===== src/rtl/func_gen_pkg.sv =====
// Shared types, constants and helpers for the function generator output chain.
// Samples are unsigned 8-bit with the waveform centred on MIDSCALE.
package func_gen_pkg;

   typedef logic [7:0] signal_t;

   localparam signal_t    MIDSCALE   = 8'd128;
   localparam logic [7:0] UNITY_GAIN = 8'd128;

   function automatic signal_t sat_u8(input logic signed [10:0] v);
      if (v < 11'sd0)
         return 8'd0;
      else if (v > 11'sd255)
         return 8'd255;
      else
         return v[7:0];
   endfunction

endpackage


===== src/rtl/wave_dac_out_if.sv =====
// Sample/control bundle between the function generator and its DAC output stage.
// The master side drives the waveform and settings; the slave side returns the DAC outputs.
interface wave_dac_out_if;
   import func_gen_pkg::*;

   logic       enable;
   signal_t    signal_in;
   logic [7:0] gain;
   logic [7:0] offset;
   signal_t    sample_out;
   logic       pwm_out;
   logic       period_start;

   modport master (
      output enable, signal_in, gain, offset,
      input  sample_out, pwm_out, period_start
   );

   modport slave (
      input  enable, signal_in, gain, offset,
      output sample_out, pwm_out, period_start
   );

endinterface


===== src/rtl/pwm_dac_core.sv =====
// 8-bit PWM DAC: prescaler, period counter, period-aligned duty latch and output register.
// Duty is only taken at the 255->0 wrap so a period never shows a truncated pulse.
module pwm_dac_core #(
   parameter int CLK_DIV = 4
) (
   input  logic       clk,
   input  logic       rst_n,
   input  logic       enable,
   input  logic [7:0] duty,
   output logic       pwm_out,
   output logic       period_start
);

   localparam int PW = (CLK_DIV > 1) ? $clog2(CLK_DIV) : 1;

   logic [PW-1:0] pre;
   logic [7:0]    cnt;
   logic [7:0]    duty_lat;
   logic          tick;

   assign tick = (pre == PW'(CLK_DIV - 1));

   always_ff @(posedge clk) begin
      if (!rst_n) begin
         pre          <= '0;
         cnt          <= 8'd0;
         duty_lat     <= 8'd0;
         pwm_out      <= 1'b0;
         period_start <= 1'b0;
      end else if (!enable) begin
         // Parked: the latch tracks the sample so re-enable starts on the current value.
         pre          <= '0;
         cnt          <= 8'd0;
         duty_lat     <= duty;
         pwm_out      <= 1'b0;
         period_start <= 1'b0;
      end else begin
         pre          <= tick ? '0 : pre + PW'(1);
         if (tick)
            cnt <= cnt + 8'd1;
         if (tick && (cnt == 8'd255))
            duty_lat <= duty;
         pwm_out      <= (cnt < duty_lat);
         period_start <= tick && (cnt == 8'd0);
      end
   end

endmodule


===== src/rtl/wave_dac_out.sv =====
// Waveform output stage: two-stage gain/offset/saturate pipeline feeding the PWM DAC core.
// The datapath runs continuously; enable only gates the PWM side.
module wave_dac_out
   import func_gen_pkg::*;
#(
   parameter int CLK_DIV = 4
) (
   input logic           clk,
   input logic           rst_n,
   wave_dac_out_if.slave bus
);

   signal_t           sig_r;
   logic [7:0]        gain_r;
   logic signed [7:0] off_r;
   signal_t           sample_r;

   logic signed [8:0]  c;
   logic signed [17:0] p;
   logic signed [10:0] s;

   // Gain is Q1.7, so >>>7 rescales; arithmetic shift floors negative products.
   always_comb begin
      c = $signed({1'b0, sig_r}) - $signed({1'b0, MIDSCALE});
      p = c * $signed({1'b0, gain_r});
      s = 11'(p >>> 7) + $signed({3'b000, MIDSCALE}) + 11'(off_r);
   end

   always_ff @(posedge clk) begin
      if (!rst_n) begin
         sig_r    <= 8'd0;
         gain_r   <= 8'd0;
         off_r    <= 8'sd0;
         sample_r <= 8'd0;
      end else begin
         sig_r    <= bus.signal_in;
         gain_r   <= bus.gain;
         off_r    <= $signed(bus.offset);
         sample_r <= sat_u8(s);
      end
   end

   assign bus.sample_out = sample_r;

   pwm_dac_core #(
      .CLK_DIV (CLK_DIV)
   ) u_core (
      .clk          (clk),
      .rst_n        (rst_n),
      .enable       (bus.enable),
      .duty         (sample_r),
      .pwm_out      (bus.pwm_out),
      .period_start (bus.period_start)
   );

endmodule


===== src/flat_wrapper.sv =====
// flat-port wrapper written by rule: the top's interface ports become plain ports
module wave_dac_out_flat import func_gen_pkg::*;
#(
   parameter int CLK_DIV = 4
)
  (clk, rst_n, bus_enable, bus_signal_in, bus_gain, bus_offset, bus_sample_out, bus_pwm_out, bus_period_start);
  wave_dac_out_if bus_i ();
  input logic clk;
  input logic rst_n;
  input wire logic [$bits(bus_i.enable)-1:0] bus_enable;
  input wire logic [$bits(bus_i.signal_in)-1:0] bus_signal_in;
  input wire logic [$bits(bus_i.gain)-1:0] bus_gain;
  input wire logic [$bits(bus_i.offset)-1:0] bus_offset;
  output wire logic [$bits(bus_i.sample_out)-1:0] bus_sample_out;
  output wire logic [$bits(bus_i.pwm_out)-1:0] bus_pwm_out;
  output wire logic [$bits(bus_i.period_start)-1:0] bus_period_start;
  assign bus_i.enable = bus_enable;
  assign bus_i.signal_in = bus_signal_in;
  assign bus_i.gain = bus_gain;
  assign bus_i.offset = bus_offset;
  assign bus_sample_out = bus_i.sample_out;
  assign bus_pwm_out = bus_i.pwm_out;
  assign bus_period_start = bus_i.period_start;
  wave_dac_out #(.CLK_DIV(CLK_DIV)) u_core (.clk(clk), .rst_n(rst_n), .bus(bus_i));
endmodule

===== config.mk =====
export PLATFORM = sky130hd
export DESIGN_NAME = wave_dac_out_flat
export DESIGN_NICKNAME = d
export VERILOG_FILES = /design/src/rtl/func_gen_pkg.sv /design/src/rtl/wave_dac_out_if.sv /design/src/rtl/pwm_dac_core.sv /design/src/rtl/wave_dac_out.sv /design/src/flat_wrapper.sv
export SDC_FILE = /design/constraint.sdc
export NUM_CORES = 1
export LEC_CHECK = 0
export ABC_AREA = 1
export BUFFER_PORTS_ARGS = -buffer_cell sky130_fd_sc_hd__buf_4
export CELL_PAD_IN_SITES_DETAIL_PLACEMENT = 0
export CELL_PAD_IN_SITES_GLOBAL_PLACEMENT = 1
export CORE_ASPECT_RATIO = 1.25
export CORE_MARGIN = 5
export CORE_UTILIZATION = 42
export CTS_BUF_LIST = sky130_fd_sc_hd__clkbuf_4 sky130_fd_sc_hd__clkbuf_8
export CTS_CLUSTER_DIAMETER = 200
export DETAILED_ROUTE_END_ITERATION = 16
export PLACE_DENSITY = 0.9
export SLEW_MARGIN = 20
export SYNTH_ARGS = -nofsm -noshare
export SYNTH_HDL_FRONTEND = slang
export SYNTH_SLANG_ARGS = --single-unit

===== constraint.sdc =====
create_clock -name clk -period 5.25 [get_ports clk]
set_input_delay 0.7875 -clock clk [delete_from_list [all_inputs] [get_ports clk]]
set_output_delay 0.7875 -clock clk [all_outputs]
set_load 0.1 [all_outputs]

==> flow_summary.yaml, run 1 <==
status:
  outcome: "finished, violations left"
  violations: "negative setup slack"
floorplanning:
  initial_core_util: 0.425
  io_pins: 37
  core.rowCount: 45
  coreArea_um2: 12100
  die_h_um: 134
  die_w_um: 109
  die-area_um2: 14600
timing:
  setup_viol: 8
  tightest_slew_ns: 0.386
  worst_slack_ns: -0.322
  finalHoldViolCount: 0
  fmax_mhz: 179
  finClkSkew_ns: 0.0139
  maxSlewViolCount: 0
  rsz0062_at_grt: "true"
  slew_headroom: 0.743
  period_needed_ns: 5.57
  min_period_over_period: 1.06
final_layout:
  nNetsFinal: 917
  layout-area-overhead-vs-synth_pct: 27.3
  fin_util: 0.541
  fillCellCount: 1103
  diodes: 0
  drive_gt1_frac: 0.263
  seq_area_um2: 1070
  multi_input_area_um2: 3690
  finalNonFillerCells: 939
  finish.instance_area_um2: 6550
global_route:
  track_usage: 0.170
  overflow: 0
  antenna_found_initial: 0
  grt_max_degree: 35
  grt_pass1_wl_mm: 20.1
  grt_pass1_vias: 4492
setup_path:
  cp-start-kind: "flip-flop"
  cpPeakStageDelay_ns: 0.63
  cp_max_fo: 8
  critical_path_class: "flip-flop to flip-flop"
  critical_path_required_ns: 5.47
  crit_path_frequent_cell: "nand2_1"
  cp.arrival_ns: 5.79
  endpoint_kind: "flip-flop"
  crit_slowest_cell: "fa_2"
power:
  comb_power_share: 0.794
  p_leak_nw: 3.70
  ir_drop_v: 0.000707
  power_density_nw_per_um2: 540
  p_sw_mw: 1.81
  power_mw: 3.53
  sw_frac_of_total: 0.512
  seqPwrFrac: 0.133
  clkPwrFrac: 0.073
  p_int_mw: 1.72
drt:
  wl_mm: 11.7
  drc: 0
  postRouteAntennaNets: 0
  firstDrtPassIters: 4
  avgViaCountPerCell: 4.58
  wire_per_inst_um: 12.5
  vias: 4301
  drt_iter0_drc: 152
clock_tree:
  cts_sinks: 52
  cts_buffers: 5
  clkLatencyLatePin_ns: 0.32
  clockBufferDepth: 2
  clk_pin_slew_ns: 0.11
  cts-root-buf: "clkbuf_8"
  cts_tree: "done"
  htreeDepth: 2
  hold_buffers: 0
placed_design:
  port_buffers: 36
  placedCellCount: 926
  dp_hpwl_mm: 9.51
  dpl_cell_area_um2: 6040
  routabilityCongestion: 0.915
hold_path:
  hold_class: "flip-flop to flip-flop"
yosys:
  ys_types: 37
  synthDominantCellAreaShare: 0.218
  synthTopCellsByCount: "inv_1, nand2_1, ha_1, fa_1, dfxtp_1"
  synth-edff-count: 0
  synth_seq_cells: 52
  synth_cells: 686
  avgSynthCellArea_um2: 7.50
  async_flop_share: 0
  yosysMostFrequentCell: "inv_1"
  yosysWarnings: 0
  ys_top_cells_by_area: "fa_1, dfxtp_1, ha_1, inv_1, nand2_1"
  synth_top_cell_by_area: "fa_1"
  synth_ff_type: "dfxtp_1"
  syn_nets: 829
  ys_seq_area_frac: 0.202
  netlist_area_um2: 5140
job:
  maxCapViolations: 0
==> final timing paths <==
kind	from	endpoint	slack (ns)	depth (start not counted)
worst max-delay path	u_core.sig_r[7]$_SDFF_PN0_	u_core.bus.sample_out[2]$_SDFF_PP0_	-0.32	29
worst min-delay path	u_core.u_core.pre[0]$_SDFF_PP0_	u_core.u_core.pre[0]$_SDFF_PP0_	0.44	1
worst max register to register	u_core.sig_r[7]$_SDFF_PN0_	u_core.bus.sample_out[2]$_SDFF_PP0_	-0.32	29
worst min register to register	u_core.u_core.pre[0]$_SDFF_PP0_	u_core.u_core.pre[0]$_SDFF_PP0_	0.44	1
==> per-stage QoR <==
step	hold slack, ns	setup WS (ns)	setup TNS [ns]
after floorplan	0.404	0.00478	0
after global placement	0.414	-0.276	-2.19
after detailed placement	0.434	-0.425	-3.22
after CTS	0.448	-0.114	-0.831
after global routing	0.486	-0.456	-3.45
final	0.439	-0.322	-2.31
==> timing repair <==
action / CTS / global route
resized for setup: 81 / 26
pin swaps: 57 / 25
buffers inserted: 5 / 1
setup endpoints to repair: 8 / 8
==> metal layers <==
metal,share of wire,global-route usage,up-vias,routed length [um]
met1,0.41,0.202,2017,4740
li1,-,-,2187,-
met3,0.027,0.0218,28,314
met4,0.035,0.0611,0,410
met5,0,0,-,0
met2,0.53,0.309,69,6240
==> power groups by stage <==
| stage | registers [mW] | logic (mW) | clock network [mW] |
|---|---|---|---|
| after floorplan | 0.615 | 1.24 | 0 |
| after global placement | 0.479 | 1.98 | 0 |
| after detailed placement | 0.479 | 2.03 | 0 |
| after CTS | 0.471 | 2.51 | 0.265 |
| after global routing | 0.475 | 3.06 | 0.279 |
| final | 0.471 | 2.81 | 0.257 |
==> state kept, by name (all words and copies together) (netlist names) <==
name,flops
u_core.u_core.cnt,8
u_core.sig_r,8
u_core.u_core.duty_lat,8
u_core.gain_r,8
u_core.off_r,8
u_core.u_core.pre,2
u_core.u_core.period_start,1
u_core.bus.sample_out,8
u_core.u_core.pwm_out,1
==> worst max-delay path: cells and delay by family (launching register included) <==
kind	cells	cell delay, ns
adder cells (fa/ha/maj)	7	3.02
AND/OR/NAND/NOR	13	1.27
buffers and inverters	6	0.40
flip-flops	1	0.39
AO/OA/AOI/OAI	2	0.21
XOR/XNOR	1	0.19
==> layout by cell type, fill, tap and decap left out, drive strengths merged, types with 3 or more instances in the layout <==
cell	Yosys	routed
a21oi	30	30
a31oi	4	4
buf	4	98
clkbuf	13	5
dfxtp	52	52
fa	56	56
ha	60	60
inv	196	197
nand2	161	161
nand3	15	15
nor2	41	41
nor3	9	9
o21ai	15	15
o21bai	3	3
xnor2	6	6
xor2	10	10
==> cell families (layout without fill, tap and decap cells) <==
| group | after synthesis | in the layout | synth area share |
|---|---|---|---|
| flops | 52 | 52 | 0.202 |
| compound gates | 59 | 59 | 0.0635 |
| buf+inv | 213 | 302 | 0.158 |
| xor+xnor | 16 | 16 | 0.0272 |
| simple gates | 230 | 230 | 0.185 |
| fa+ha+maj | 116 | 116 | 0.364 |
==> final cells by class <==
type | count | share of cell area
multi-input combinational | 421 | 0.563
inverter | 196 | 0.114
tap | 164 | 0.0313
clock inverter | 3 | 0.00420
sequential | 52 | 0.163
clock buffer | 5 | 0.0105
timing repair buffer | 98 | 0.114
Power figures use the tool's default switching activity.
==> run 2, diff against run 1 <==
- CORE_UTILIZATION: 42 -> 41
- CTS_BUF_LIST: sky130_fd_sc_hd__clkbuf_4 sky130_fd_sc_hd__clkbuf_8 -> default
- PLACE_DENSITY: 0.9 -> 0.88
==> flow_summary.yaml, run 2 (synthesis results as in run 1) <==
timing:
  worst_slack_ns: -0.130
  tns_ns: -0.886
  slew_headroom: 0.754
  rsz0062_at_grt: "true"
  finClkSkew_ns: 0.0102
  maxSlewViolCount: 0
  period_needed_ns: 5.38
  min_period_over_period: 1.02
  fmax_mhz: 186
  setup_viol: 8
  finalHoldViolCount: 0
  tightest_slew_ns: 0.370
clock_tree:
  hold_buffers: 0
  htreeDepth: 2
  cts_tree: "done"
  cts-root-buf: "clkbuf_16"
  clkLatencyLatePin_ns: 0.30
  clockBufferDepth: 2
  clk_pin_slew_ns: 0.08
  cts_buffers: 5
  cts_sinks: 52
placed_design:
  placedCellCount: 921
  dp_hpwl_mm: 9.49
  routabilityCongestion: 0.950
  dpl_cell_area_um2: 6000
  port_buffers: 36
setup_path:
  endpoint_kind: "flip-flop"
  critical_path_required_ns: 5.45
  crit_slowest_cell: "fa_2"
  cp_max_fo: 8
  cp-start-kind: "flip-flop"
  cpPeakStageDelay_ns: 0.64
  crit_path_frequent_cell: "inv_2"
  cp.arrival_ns: 5.58
  critical_path_class: "flip-flop to flip-flop"
floorplanning:
  die-area_um2: 14900
  die_w_um: 110
  coreArea_um2: 12200
  core.rowCount: 45
  io_pins: 37
  die_h_um: 135
  initial_core_util: 0.421
global_route:
  overflow: 0
  grt_pass1_vias: 4445
  grt_pass1_wl_mm: 19.6
  track_usage: 0.166
  grt_max_degree: 35
  antenna_found_initial: 0
drt:
  wl_mm: 12.0
  drc: 0
  vias: 4362
  avgViaCountPerCell: 4.65
  wire_per_inst_um: 12.7
  drt_iter0_drc: 121
  firstDrtPassIters: 5
  postRouteAntennaNets: 0
final_layout:
  layout_commonest_cell: "inv_1"
  layout_common_cells: "inv_1, nand2_1, buf_4, fa_1, dfxtp_1"
  layout-area-overhead-vs-synth_pct: 29.9
  finalNonFillerCells: 939
  finish.instance_area_um2: 6680
  fillCellCount: 1109
  drive_gt1_frac: 0.284
  nNetsFinal: 917
  diodes: 0
power:
  ir_drop_v: 0.000546
  p_leak_nw: 3.72
  power_density_nw_per_um2: 555
status:
  outcome: "finished, violations left"
  violations: "negative setup slack"
hold_path:
  hold_class: "flip-flop to flip-flop"
job:
  maxCapViolations: 0
## run 2: routing by layer
metal,vias up,part of all wire,global-route usage
li1,2195,-,-
met1,2065,0.40,0.188
met2,69,0.53,0.304
met3,33,0.019,0.0181
met4,0,0.043,0.0801
met5,-,0,0
## run 2: what timing repair did
item / in CTS / in global routing
gates resized for setup: 55 / 64
setup endpoints to repair: 8 / 8
pin swaps: 41 / 51
buffers inserted: 6 / 4
## run 2: final timing paths
check                                              to                             from  depth (start not counted)  slack (ns)
setup / recovery  u_core.bus.sample_out[3]$_SDFF_PP0_       u_core.sig_r[7]$_SDFF_PN0_                         29       -0.13
hold / removal        u_core.u_core.pre[0]$_SDFF_PP0_  u_core.u_core.pre[0]$_SDFF_PP0_                          1        0.43
setup reg to reg  u_core.bus.sample_out[3]$_SDFF_PP0_       u_core.sig_r[7]$_SDFF_PN0_                         29       -0.13
hold reg to reg       u_core.u_core.pre[0]$_SDFF_PP0_  u_core.u_core.pre[0]$_SDFF_PP0_                          1        0.43
## run 2: critical path: cells and delay by family, from the launching register on
family / cells / cell delay [ns]
DFF: 1 / 0.36
AOI/OAI and AO/OA: 4 / 0.51
xor gates and xnor gates: 1 / 0.19
and+or+nand+nor: 8 / 0.70
adders and majority gates: 7 / 3.00
buffers and inverters: 9 / 0.51
## run 2: where the power goes
group          internal (mW)  switching [mW]  total, mW  leakage (nW)
Sequential             0.442          0.0291      0.471         0.432
Clock                  0.181           0.162      0.343        0.0719
Combinational           1.23            1.66       2.90          3.21
## run 2: per-stage QoR
step	hold slack [ns]	power, mW	worst slack, ns	util
after global placement	0.414	2.45	-0.337	0.491
after floorplan	0.404	1.86	0.00478	-
after global routing	0.444	4.00	-0.383	0.547
final	0.435	3.71	-0.130	0.547
after detailed placement	0.427	2.51	-0.368	0.491
after CTS	0.437	3.16	-0.0919	0.523
## run 2: area by class of cell
class                           instances  area (um2)  area share
Inverter                              196         751       0.112
Tap cell                              164         205      0.0307
Sequential cell                        52        1060       0.158
Clock inverter                          3        27.5     0.00412
Timing Repair Buffer                   98         747       0.112
Clock buffer                            5         125      0.0187
Multi-Input combinational cell        421        3770       0.564
